File: src/rtl/pipe_ctrl.sv
// pipe_ctrl: sequencing controller for the 5-stage core pipeline.
// It drives the PC and pipeline-register load enables and the bubble
// (flush) controls. It resolves load-use hazards, taken-branch flushes and
// multi-cycle data-memory accesses, and supports a debug halt/resume.
//
// Optional feature: define PIPE_CTRL_PERF_EN to build the stall-cycle
// performance counter. Without it, o_stall_cycles is tied to 0.
//
// Parameters:
//   MEM_TIMEOUT       maximum number of MEM_WAIT cycles before a forced
//                     release (legal range 1..65535)
// Ports:
//   i_clk, i_rst_n    clock; asynchronous active-low reset
//   i_id_*            ID-stage source indices and their use flags
//   i_ex_*            EX-stage destination, load flag, taken branch
//   i_mem_is_mem      EX/MEM register holds a load or store
//   i_dmem_ready      data memory completes the access this cycle
//   i_dbg_halt_req    debug halt request (level)
//   i_dbg_resume      debug resume (pulse)
//   o_*_en            PC and pipeline-register load enables
//   o_*_flush         load a bubble into IF/ID or ID/EX on this edge
//   o_dmem_req        data-memory access request
//   o_halted          pipeline frozen by debug
//   o_mem_timeout_err sticky memory-timeout flag (cleared only by reset)
//   o_stall_cycles    count of cycles with o_pc_en low (saturating)
module pipe_ctrl #(
  parameter int unsigned MEM_TIMEOUT = 255
) (
  input  logic        i_clk,
  input  logic        i_rst_n,
  input  logic [4:0]  i_id_rs1_idx,
  input  logic [4:0]  i_id_rs2_idx,
  input  logic        i_id_uses_rs1,
  input  logic        i_id_uses_rs2,
  input  logic [4:0]  i_ex_rd_idx,
  input  logic        i_ex_is_load,
  input  logic        i_ex_branch_taken,
  input  logic        i_mem_is_mem,
  input  logic        i_dmem_ready,
  input  logic        i_dbg_halt_req,
  input  logic        i_dbg_resume,
  output logic        o_pc_en,
  output logic        o_if_id_en,
  output logic        o_id_ex_en,
  output logic        o_ex_mem_en,
  output logic        o_mem_wb_en,
  output logic        o_if_id_flush,
  output logic        o_id_ex_flush,
  output logic        o_dmem_req,
  output logic        o_halted,
  output logic        o_mem_timeout_err,
  output logic [31:0] o_stall_cycles
);

  typedef enum logic [1:0] {StRun, StMemWait, StHalted} state_e;

  state_e      r_state_q, w_state_d;
  logic [15:0] r_wait_cnt_q, w_wait_cnt_d;
  logic        r_err_q, w_err_d;

  logic w_pc_en, w_if_id_en, w_id_ex_en, w_ex_mem_en, w_mem_wb_en;
  logic w_if_id_flush, w_id_ex_flush, w_dmem_req, w_halted;
  logic w_mem_stall, w_load_use, w_timeout;
  logic [16:0] w_cnt_inc;

  assign w_mem_stall = i_mem_is_mem & ~i_dmem_ready;
  assign w_load_use  = i_ex_is_load & (i_ex_rd_idx != 5'd0) &
                       ((i_id_uses_rs1 & (i_id_rs1_idx == i_ex_rd_idx)) |
                        (i_id_uses_rs2 & (i_id_rs2_idx == i_ex_rd_idx)));

  // Timeout fires in the MEM_WAIT cycle where the counter reaches MEM_TIMEOUT.
  assign w_cnt_inc = {1'b0, r_wait_cnt_q} + 17'd1;
  assign w_timeout = (w_cnt_inc == 17'(MEM_TIMEOUT)) & ~i_dmem_ready;

  always_comb begin
    w_state_d     = r_state_q;
    w_wait_cnt_d  = 16'd0;
    w_err_d       = r_err_q;
    w_pc_en       = 1'b0;
    w_if_id_en    = 1'b0;
    w_id_ex_en    = 1'b0;
    w_ex_mem_en   = 1'b0;
    w_mem_wb_en   = 1'b0;
    w_if_id_flush = 1'b0;
    w_id_ex_flush = 1'b0;
    w_dmem_req    = 1'b0;
    w_halted      = 1'b0;
    unique case (r_state_q)
      StRun: begin
        w_dmem_req = i_mem_is_mem;
        if (w_mem_stall) begin
          w_state_d = StMemWait;
        end else begin
          {w_pc_en, w_if_id_en, w_id_ex_en, w_ex_mem_en, w_mem_wb_en} = 5'b11111;
          if (i_ex_branch_taken) begin
            // A branch discards the ID instruction, so any load-use match is moot.
            w_if_id_flush = 1'b1;
            w_id_ex_flush = 1'b1;
          end else if (w_load_use) begin
            w_pc_en       = 1'b0;
            w_if_id_en    = 1'b0;
            w_id_ex_flush = 1'b1;
          end
          if (i_dbg_halt_req) w_state_d = StHalted;
        end
      end
      StMemWait: begin
        w_dmem_req = 1'b1;
        if (i_dmem_ready || w_timeout) begin
          {w_pc_en, w_if_id_en, w_id_ex_en, w_ex_mem_en, w_mem_wb_en} = 5'b11111;
          w_if_id_flush = i_ex_branch_taken;
          w_id_ex_flush = i_ex_branch_taken;
          w_state_d     = StRun;
          if (w_timeout) w_err_d = 1'b1;
        end else begin
          w_wait_cnt_d = w_cnt_inc[15:0];
        end
      end
      StHalted: begin
        w_halted = 1'b1;
        if (i_dbg_resume) w_state_d = StRun;
      end
      default: w_state_d = StRun;
    endcase
  end

  always_ff @(posedge i_clk or negedge i_rst_n) begin
    if (!i_rst_n) begin
      r_state_q    <= StRun;
      r_wait_cnt_q <= 16'd0;
      r_err_q      <= 1'b0;
    end else begin
      r_state_q    <= w_state_d;
      r_wait_cnt_q <= w_wait_cnt_d;
      r_err_q      <= w_err_d;
    end
  end

  // Outputs are forced low for as long as reset is held.
  assign o_pc_en           = w_pc_en       & i_rst_n;
  assign o_if_id_en        = w_if_id_en    & i_rst_n;
  assign o_id_ex_en        = w_id_ex_en    & i_rst_n;
  assign o_ex_mem_en       = w_ex_mem_en   & i_rst_n;
  assign o_mem_wb_en       = w_mem_wb_en   & i_rst_n;
  assign o_if_id_flush     = w_if_id_flush & i_rst_n;
  assign o_id_ex_flush     = w_id_ex_flush & i_rst_n;
  assign o_dmem_req        = w_dmem_req    & i_rst_n;
  assign o_halted          = w_halted      & i_rst_n;
  assign o_mem_timeout_err = r_err_q       & i_rst_n;

`ifdef PIPE_CTRL_PERF_EN
  logic [31:0] r_stall_cycles_q;

  always_ff @(posedge i_clk or negedge i_rst_n) begin
    if (!i_rst_n) begin
      r_stall_cycles_q <= 32'd0;
    end else if (!w_pc_en && (r_stall_cycles_q != 32'hFFFF_FFFF)) begin
      r_stall_cycles_q <= r_stall_cycles_q + 32'd1;
    end
  end

  assign o_stall_cycles = r_stall_cycles_q;
`else
  assign o_stall_cycles = 32'd0;
`endif

endmodule

File: config.mk
export PLATFORM = sky130hd
export DESIGN_NAME = pipe_ctrl
export DESIGN_NICKNAME = d
export VERILOG_FILES = /design/src/rtl/pipe_ctrl.sv
export SDC_FILE = /design/constraint.sdc
export NUM_CORES = 1
export LEC_CHECK = 0
export ABC_CLOCK_PERIOD_IN_PS = 4750
export CAP_MARGIN = 0
export CORE_ASPECT_RATIO = 0.5
export CORE_MARGIN = 1.5
export CORE_UTILIZATION = 47
export CTS_CLUSTER_SIZE = 12
export DETAILED_ROUTE_END_ITERATION = 10
export PLACE_DENSITY_LB_ADDON = 0.25
export SYNTH_ARGS = -nofsm -noshare
export SYNTH_HDL_FRONTEND = slang
export SYNTH_SLANG_ARGS = --single-unit
File: constraint.sdc
create_clock -name i_clk -period 4.75 [get_ports i_clk]
set_input_delay 0.7125 -clock i_clk [delete_from_list [all_inputs] [get_ports i_clk]]
set_output_delay 0.7125 -clock i_clk [all_outputs]
set_load 0.05 [all_outputs]
# Word-level counts from Yosys, hierarchy flattened
# Cells that the tools add are included.
totals:
  ff_bits: 19
  inputBits: 25
  output_inout_bits: 42
  elab_cells: 56
classes:
  addsub: 1
  eq_ne: 8
  muxes: 24
  n_bitwise: 15
  n_reduce_logical: 5
ops:
  columns: ["op", "count"]
  rows:
  - ["16-bit two-way mux", 2]
  - ["16-bit by 1-bit adder with 17-bit output, second input constant", 1]
  - ["17-bit by 8-bit equality test with 1-bit output, second input constant", 1]
  - ["1-bit bitwise AND", 13]
  - ["1-bit two-way mux", 12]
  - ["5-bit equality test", 2]
  - ["1-bit case mux with 2 select lines", 5]
  - ["2-bit two-way mux", 4]
  - ["2-bit case mux with 3 select lines", 1]
  - ["3-bit AND reduction", 2]
  - ["5-bit nonzero test", 1]
  - ["2-bit inequality test, second input constant", 2]
  - ["3-bit inequality test, second input constant", 1]
  - ["2-bit by 1-bit equality test with 1-bit output, second input constant", 1]
  - ["2-bit equality test, second input constant", 1]
  - ["2-bit logical NOT", 1]
  - ["1-bit logical OR", 1]
  - ["1-bit inverter", 1]
  - ["1-bit OR", 1]

# Depth between registers and ports, before layout
# Gate-level depths: netlist of the first run.
logic_depth:
  ltp_word: 9
  depth_mapped: 9
  depth_no_buf: 7

# Least setup slack after synthesis of the first run
# No wires, ideal clock.
synth_path:
  path_kind: "reg2out"
  startpoint: "reg r_wait_cnt_q[0]"
  endpoint: "out o_id_ex_en"
  arrival_time_ns: 2.685
  t_required_ns: 4.038
  path_slack_ns: 1.353
  stages_incl_launch_ff: 10
  path_buffers: 2
  cell_sequence: "dfrtp_1 ha_1 clkbuf_1 nand2_1 nor4_4 mux2i_1 o2111ai_2 o21ai_2 and2_1 buf_4"
synth_between:
  elab_chain_cells: 7
synth_lines:
  columns: ["element", "line", "rtl"]
  rows:
  - ["start: declaration", "58", "logic [15:0] r_wait_cnt_q, w_wait_cnt_d;"]
  - ["start signal: assignment", "134", "r_wait_cnt_q <= w_wait_cnt_d;"]
  - ["16-bit by 1-bit adder with 17-bit output", "72", "assign w_cnt_inc = {1'b0, r_wait_cnt_q} + 17'd1;"]
  - ["17-bit by 8-bit equality test with 1-bit output", "73", "assign w_timeout = (w_cnt_inc == 17'(MEM_TIMEOUT)) & ~i_dmem_ready;"]
  - ["1-bit bitwise AND", "73", null]
  - ["1-bit logical OR", "109", "if (i_dmem_ready || w_timeout) begin"]
  - ["1-bit two-way mux", null, null]
  - ["1-bit case mux with 2 select lines", null, null]
  - ["1-bit bitwise AND", null, null]
  - ["end: declaration", "44", "output logic o_id_ex_en,"]
# No other way between the ends.

# Worst setup path in the final report of the first run
layout_path:
  startpoint: "reg r_wait_cnt_q[0]"
  endpoint: "out o_ex_mem_en"
layout_between:
  elab_chain_cells: 7
layout_lines:
  columns: ["element", "line", "rtl"]
  rows:
  - ["16-bit by 1-bit adder with 17-bit output", "72", null]
  - ["17-bit by 8-bit equality test with 1-bit output", "73", null]
  - ["1-bit bitwise AND", "73", null]
  - ["1-bit logical OR", "109", null]
  - ["1-bit two-way mux", "109", null]
  - ["1-bit case mux with 2 select lines", "88", "unique case (r_state_q)"]
  - ["1-bit bitwise AND", "143", "assign o_ex_mem_en = w_ex_mem_en & i_rst_n;"]
  - ["end: declaration", "45", "output logic o_ex_mem_en,"]
# No other way between the ends.

==> flow_summary.ini, run 1 <==
[floorplanning]
core_region_area_um2 = 3150
dieArea_um2 = 3870
die_y_um = 44.7
die_w_um = 86.5
rows = 14
pin_count = 67
floorplan.initialDensity_pct = 51.9

[routing]
drt-met1-wl_mm = 1.33
met2_length_mm = 1.42
wl_per_cell_um = 11.6
num_vias = 1283
drt_first_pass_iters = 5
highest_layer = met4
drt_iter0_drc = 59
drc_errors = 0
vias_per_cell = 4.92
drt_wl_total_mm = 3.02
wl_met3_um = 244
drtAntennaViolNets = 0

[layout]
drive_gt1_share_pct = 7.69
layout_common_cells = 34 x clkdlybuf4s50_1, 32 x conb_1, 27 x nor2_1
fin_nets = 249
n_antenna_cell = 0
fin_util_pct = 61.0
mostFrequentLayoutCell = clkdlybuf4s50_1
syn_to_final_growth_pct = 17.5

[grt]
grt_start_max_net_pins = 22
grt_overflow = 0
grt_use_total_pct = 16.6
antenna_found_initial = 0
grt_pass1_vias = 1124
grt_pass1_wl_mm = 4.99

[timing]
finalSetupViolCount = 0
period_share_pct = 84.7
timing.final.ws_setup_ps = 725
fmax_ghz = 0.248
rsz0062_at_grt = false
hold_violations = 0
final_max_slew_viol_count = 0
whs_ps = 467
tns_ps = 0
relSlewSlack_pct = 66.3
worstMarginPinSlew_ps = 503
fin_skew_ps = 4.68
period_needed_ps = 4030

[cts]
cts_setup_buffers = 0
htreeDepth = 1
clockRootBuffer = clkbuf_8
post_cts_resize_count = 0
cts.clk_slew.worst_paths_ps = 70
clock-sinks = 19
clk_latency_ps = 260
cts_tree = done
hold_buffers = 0
cts_buffers = 3
cts.path.max_buffers = 2

[worst_setup_path]
r2r-start = r_wait_cnt_q[0]
max_stage_delay_ps = 820
crit_arrival_ps = 3310
path_cells = ha_1, nand2_1, nor4_4, mux2i_1, o2111ai_2, o21ai_2, and2_1, clkdlybuf4s50_1
timing.critical_path.buf_inv = 1
crit_type = reg2out
cp-end-kind = output pin
crit_start = r_wait_cnt_q[0]
cpLargestDelayFamily = buffers and inverters
startpoint_type = flop
crit_fanout = 9
cp_slowest_cell = clkdlybuf4s50_1
critPathRequiredTime_ps = 4040

[place]
gp_congestion = 0.775
dp_slack_ps = 987
portBuffers = 34
hpwl_mm = 2.46

[worst_hold_path]
min_path_type = reg2reg
min-delay-start = r_err_q

[logic_synthesis]
ys_seq_area_share_pct = 29.1
async_flop_share_pct = 100
syn-cell-area_um2 = 1640
synth-main-ff-cell = dfrtp_1
ys_ff_latch = 19
ys_warn_count = 0
syn_area_per_cell_um2 = 8.66
synth-edff-count = 0
synth_cells = 189
yosysUniqueCellTypes = 47

[pwr]
swShare_pct = 38.2
p_sw_mw = 0.164
seqPwrFrac_pct = 39.3
intPower_mw = 0.265
p_comb_share_pct = 34.2
ir_drop_uv = 132
p_per_area_nw_per_um2 = 223
leakage_nw = 0.793
clock_power_share_pct = 26.4

[outcome]
status = finished, final reports clean

[run]
maxCapViolCount = 0
-- final timing paths --
kind,cells after the start,endpoint,slack (ps)
min in group asynchronous,2,r_wait_cnt_q[10],860
min reg2reg,1,r_err_q,470
max,8,o_ex_mem_en,720
max in group asynchronous,2,r_wait_cnt_q[8],3680
min,1,r_err_q,470
max reg2reg,7,r_wait_cnt_q[2],2440
-- per-stage QoR --
stage	std cells	instance area (µm²)	total power, mW
after floorplan	220	1750	0.299
after global placement	257	1880	0.318
after detailed placement	257	1880	0.319
after CTS	261	1920	0.436
after global routing	261	1920	0.452
final	261	1920	0.430
-- power by group through the flow --
stage	logic [mW]	clock network, mW	registers (mW)
after floorplan	0.130	0	0.170
after global placement	0.146	0	0.172
after detailed placement	0.147	0	0.172
after CTS	0.148	0.119	0.169
after global routing	0.155	0.128	0.170
final	0.147	0.114	0.169
-- flip-flops by register name, indices dropped and copies added (netlist names) --
| signal | count |
|---|---|
| r_state_q | 2 |
| r_err_q | 1 |
| r_wait_cnt_q | 16 |
-- cells by family after synthesis --
family / Yosys count / synth area share, %
xor+xnor: 25 / 13.4
flops: 19 / 29.1
fa+ha+maj: 2 / 1.53
buf+inv: 41 / 17.4
compound gates: 19 / 9.25
other cells: 1 / 0.229
mux: 3 / 2.22
simple gates: 79 / 26.9
-- Yosys cell counts, types with 2 or more instances --
| cell type | count | area [µm²] |
|---|---|---|
| buf_4 | 35 | 263 |
| nor2_1 | 27 | 101 |
| o31a_1 | 2 | 17.5 |
| nand3_1 | 5 | 25.0 |
| and2_1 | 4 | 25.0 |
| o22ai_1 | 2 | 12.5 |
| clkbuf_1 | 3 | 11.3 |
| nand2_1 | 16 | 60.1 |
| nor2b_1 | 4 | 25.0 |
| dfrtp_1 | 19 | 475 |
| a31o_1 | 2 | 17.5 |
| o21ai_0 | 2 | 10.0 |
| ha_1 | 2 | 25.0 |
| xnor2_1 | 21 | 184 |
| nand4_1 | 4 | 25.0 |
| inv_1 | 3 | 11.3 |
| a21oi_1 | 4 | 20.0 |
| xor2_1 | 4 | 35.0 |
| nor3_1 | 2 | 10.0 |
-- cell type report --
type / instances / area, µm²
Multi-Input combinational cell: 160 / 992
Sequential cell: 19 / 475
Timing Repair Buffer: 35 / 348
Inverter: 3 / 11.3
Fill cell: 273 / 1230
Clock buffer: 3 / 41.3
Tap cell: 40 / 50.0
Clock inverter: 1 / 5.00
-- per-layer routing --
layer / global-route usage (%) / vias up
met3: 4.57 / 4
met5: 0 / -
met1: 19.6 / 594
met2: 30.2 / 54
li1: - / 631
met4: 5.16 / 0
(Power assumes the default switching activity.)
==> run 2, diff against run 1 <==
--- a/config.mk
+++ b/config.mk
@@ -5,11 +5,11 @@
 export SDC_FILE = /design/constraint.sdc
 export NUM_CORES = 1
 export LEC_CHECK = 0
-export ABC_CLOCK_PERIOD_IN_PS = 4750
+export ABC_CLOCK_PERIOD_IN_PS = 4200
 export CAP_MARGIN = 0
 export CORE_ASPECT_RATIO = 0.5
 export CORE_MARGIN = 1.5
-export CORE_UTILIZATION = 47
+export CORE_UTILIZATION = 43
 export CTS_CLUSTER_SIZE = 12
 export DETAILED_ROUTE_END_ITERATION = 10
 export PLACE_DENSITY_LB_ADDON = 0.25
==> constraint.sdc (replaced) <==
create_clock -name i_clk -period 4.2 [get_ports i_clk]
set_input_delay 0.63 -clock i_clk [delete_from_list [all_inputs] [get_ports i_clk]]
set_output_delay 0.63 -clock i_clk [all_outputs]
set_load 0.05 [all_outputs]
==> run 2 against run 1 <==
Against the previous run: critical path depth did not move; sequential power rose by 13%; non-clock buffer count did not move; via count fell by 0.16%; first-iteration DRC count fell by 56%; global-route usage fell by 0.93 points; final cell count rose by 4.2%; register-to-register slack got worse by 570 ps; clock power rose by 16%.
==> flow_summary.ini, run 2 (synthesis gave the netlist of run 1 again) <==
[layout]
top_regs = r_wait_cnt_q: 16 flops, r_state_q: 2 flops, r_err_q: 1 flops
layout_common_cells = 32 x conb_1, 31 x clkdlybuf4s50_1, 27 x nor2_1
finalNonFillerCells = 272
n_antenna_cell = 0
mostFrequentLayoutCell = conb_1
syn_to_final_growth_pct = 17.9
register_area_um2 = 475
drive_gt1_share_pct = 9.05
fillers = 349
largest_reg_flops = 16
multi_input_area_um2 = 992
largest_register = r_wait_cnt_q
fin_nets = 249

[grt]
grt_use_total_pct = 15.6
grt_pass1_vias = 1096
antenna_found_initial = 0
grt_overflow = 0
grt_start_max_net_pins = 22
grt_pass1_wl_mm = 5.02

[cts]
cts_setup_buffers = 0
cts.path.max_buffers = 2
hold_buffers = 0
cts_buffers = 3
cts.clk_slew.worst_paths_ps = 80
cts_tree = done
htreeDepth = 1
post_cts_resize_count = 0
clock-sinks = 19
clk_latency_ps = 260
clockRootBuffer = clkbuf_8

[routing]
drc_errors = 0
drt_wl_total_mm = 3.05
drtAntennaViolNets = 0
wl_met3_um = 258
drt_iter0_drc = 26
met2_length_mm = 1.35
wl_per_cell_um = 11.2
num_vias = 1281
drt_first_pass_iters = 4
highest_layer = met4
drt-met1-wl_mm = 1.40
vias_per_cell = 4.71

[outcome]
status = finished, final reports clean

[floorplanning]
floorplan.initialDensity_pct = 46.4
die_y_um = 46.6
die_w_um = 90.2
pin_count = 67
rows = 15
dieArea_um2 = 4210
core_region_area_um2 = 3530

[timing]
tns_ps = 0
final_max_slew_viol_count = 0
period_share_pct = 94.5
period_needed_ps = 3970
finalSetupViolCount = 0
rsz0062_at_grt = false
fin_skew_ps = 3.10
worstMarginPinSlew_ps = 497
relSlewSlack_pct = 66.8
fmax_ghz = 0.252
hold_violations = 0

[pwr]
clock_power_share_pct = 27.0
p_comb_share_pct = 33.8
swShare_pct = 38.7
seqPwrFrac_pct = 39.1
ir_drop_uv = 129
leakage_nw = 0.798
p_per_area_nw_per_um2 = 253
p_sw_mw = 0.189
intPower_mw = 0.299

[worst_hold_path]
min_path_type = reg2reg
holdPathStages = 1
min-delay-start = r_err_q
min_to = r_err_q

[worst_setup_path]
critPathRequiredTime_ps = 3570
r2r_slack_ps = 1870
rr_worst_depth = 7
cp-end-kind = output pin
crit_arrival_ps = 3340
crit_type = reg2out
rr_endpoint = r_wait_cnt_q[2]
startpoint_type = flop
crit_fanout = 9
r2r-start = r_wait_cnt_q[0]

[run]
maxCapViolCount = 0

[place]
gp_congestion = 0.827
portBuffers = 34
dp.cells = 268
hpwl_mm = 2.45
## run 2: cell types whose count changed in the layout (fill, tap and decap cells not counted), sizes merged
cell / change
clkdlybuf4s50: -3
buf: +3
## run 2: critical path, stage by stage (launching register included)
cell,delay [ps]
dfrtp_1,510
ha_1,360
nand2_1,150
nor4_4,330
mux2i_1,300
o2111ai_2,210
o21ai_2,210
and2_1,180
clkdlybuf4s50_1,810
## run 2: area by class of cell
cell class / instances / area share [%]
inverter: 3 / 0.584
clock inverter: 1 / 0.259
timing repair buffer: 35 / 17.6
multi-input combinational: 160 / 51.4
clock buffer: 3 / 2.14
tap: 51 / 3.31
sequential: 19 / 24.6
## run 2: layer usage
layer,up-vias,global-route usage [%]
met1,587,18.8
met3,4,6.27
met4,0,5.08
li1,633,-
met5,-,0
met2,57,26.4
## run 2: worst max path at each step
stage | start | end | slack (ps) | depth (start not counted)
3_5_place_dp | r_wait_cnt_q[0] | o_mem_wb_en | 510 | 8
2_1_floorplan | r_wait_cnt_q[0] | o_id_ex_en | 890 | 9
4_1_cts | r_wait_cnt_q[0] | o_mem_wb_en | 220 | 8
3_3_place_gp | r_wait_cnt_q[0] | o_ex_mem_en | 640 | 8
6_report | r_wait_cnt_q[0] | o_mem_wb_en | 230 | 8
5_1_grt | r_wait_cnt_q[0] | o_id_ex_en | 40 | 8
## run 2: power groups by stage
| stage | Sequential [mW] | Combinational [mW] | Clock, mW |
|---|---|---|---|
| 2_1_floorplan | 0.192 | 0.147 | 0 |
| 3_3_place_gp | 0.194 | 0.165 | 0 |
| 3_5_place_dp | 0.195 | 0.166 | 0 |
| 4_1_cts | 0.191 | 0.166 | 0.135 |
| 5_1_grt | 0.192 | 0.174 | 0.143 |
| 6_report | 0.191 | 0.165 | 0.132 |
## run 2: per-stage QoR
| stage | total power [mW] | instance area [µm²] | utilization [%] | hold slack, ps | setup WS [ps] |
|---|---|---|---|---|---|
| floorplan | 0.339 | 1750 | - | 334 | 885 |
| global placement | 0.359 | 1880 | 53.4 | 440 | 638 |
| detailed placement | 0.360 | 1880 | 53.4 | 447 | 515 |
| CTS | 0.492 | 1930 | 54.7 | 464 | 216 |
| global route | 0.509 | 1930 | 54.7 | 509 | 42.1 |
| finish | 0.488 | 1930 | 54.7 | 460 | 231 |
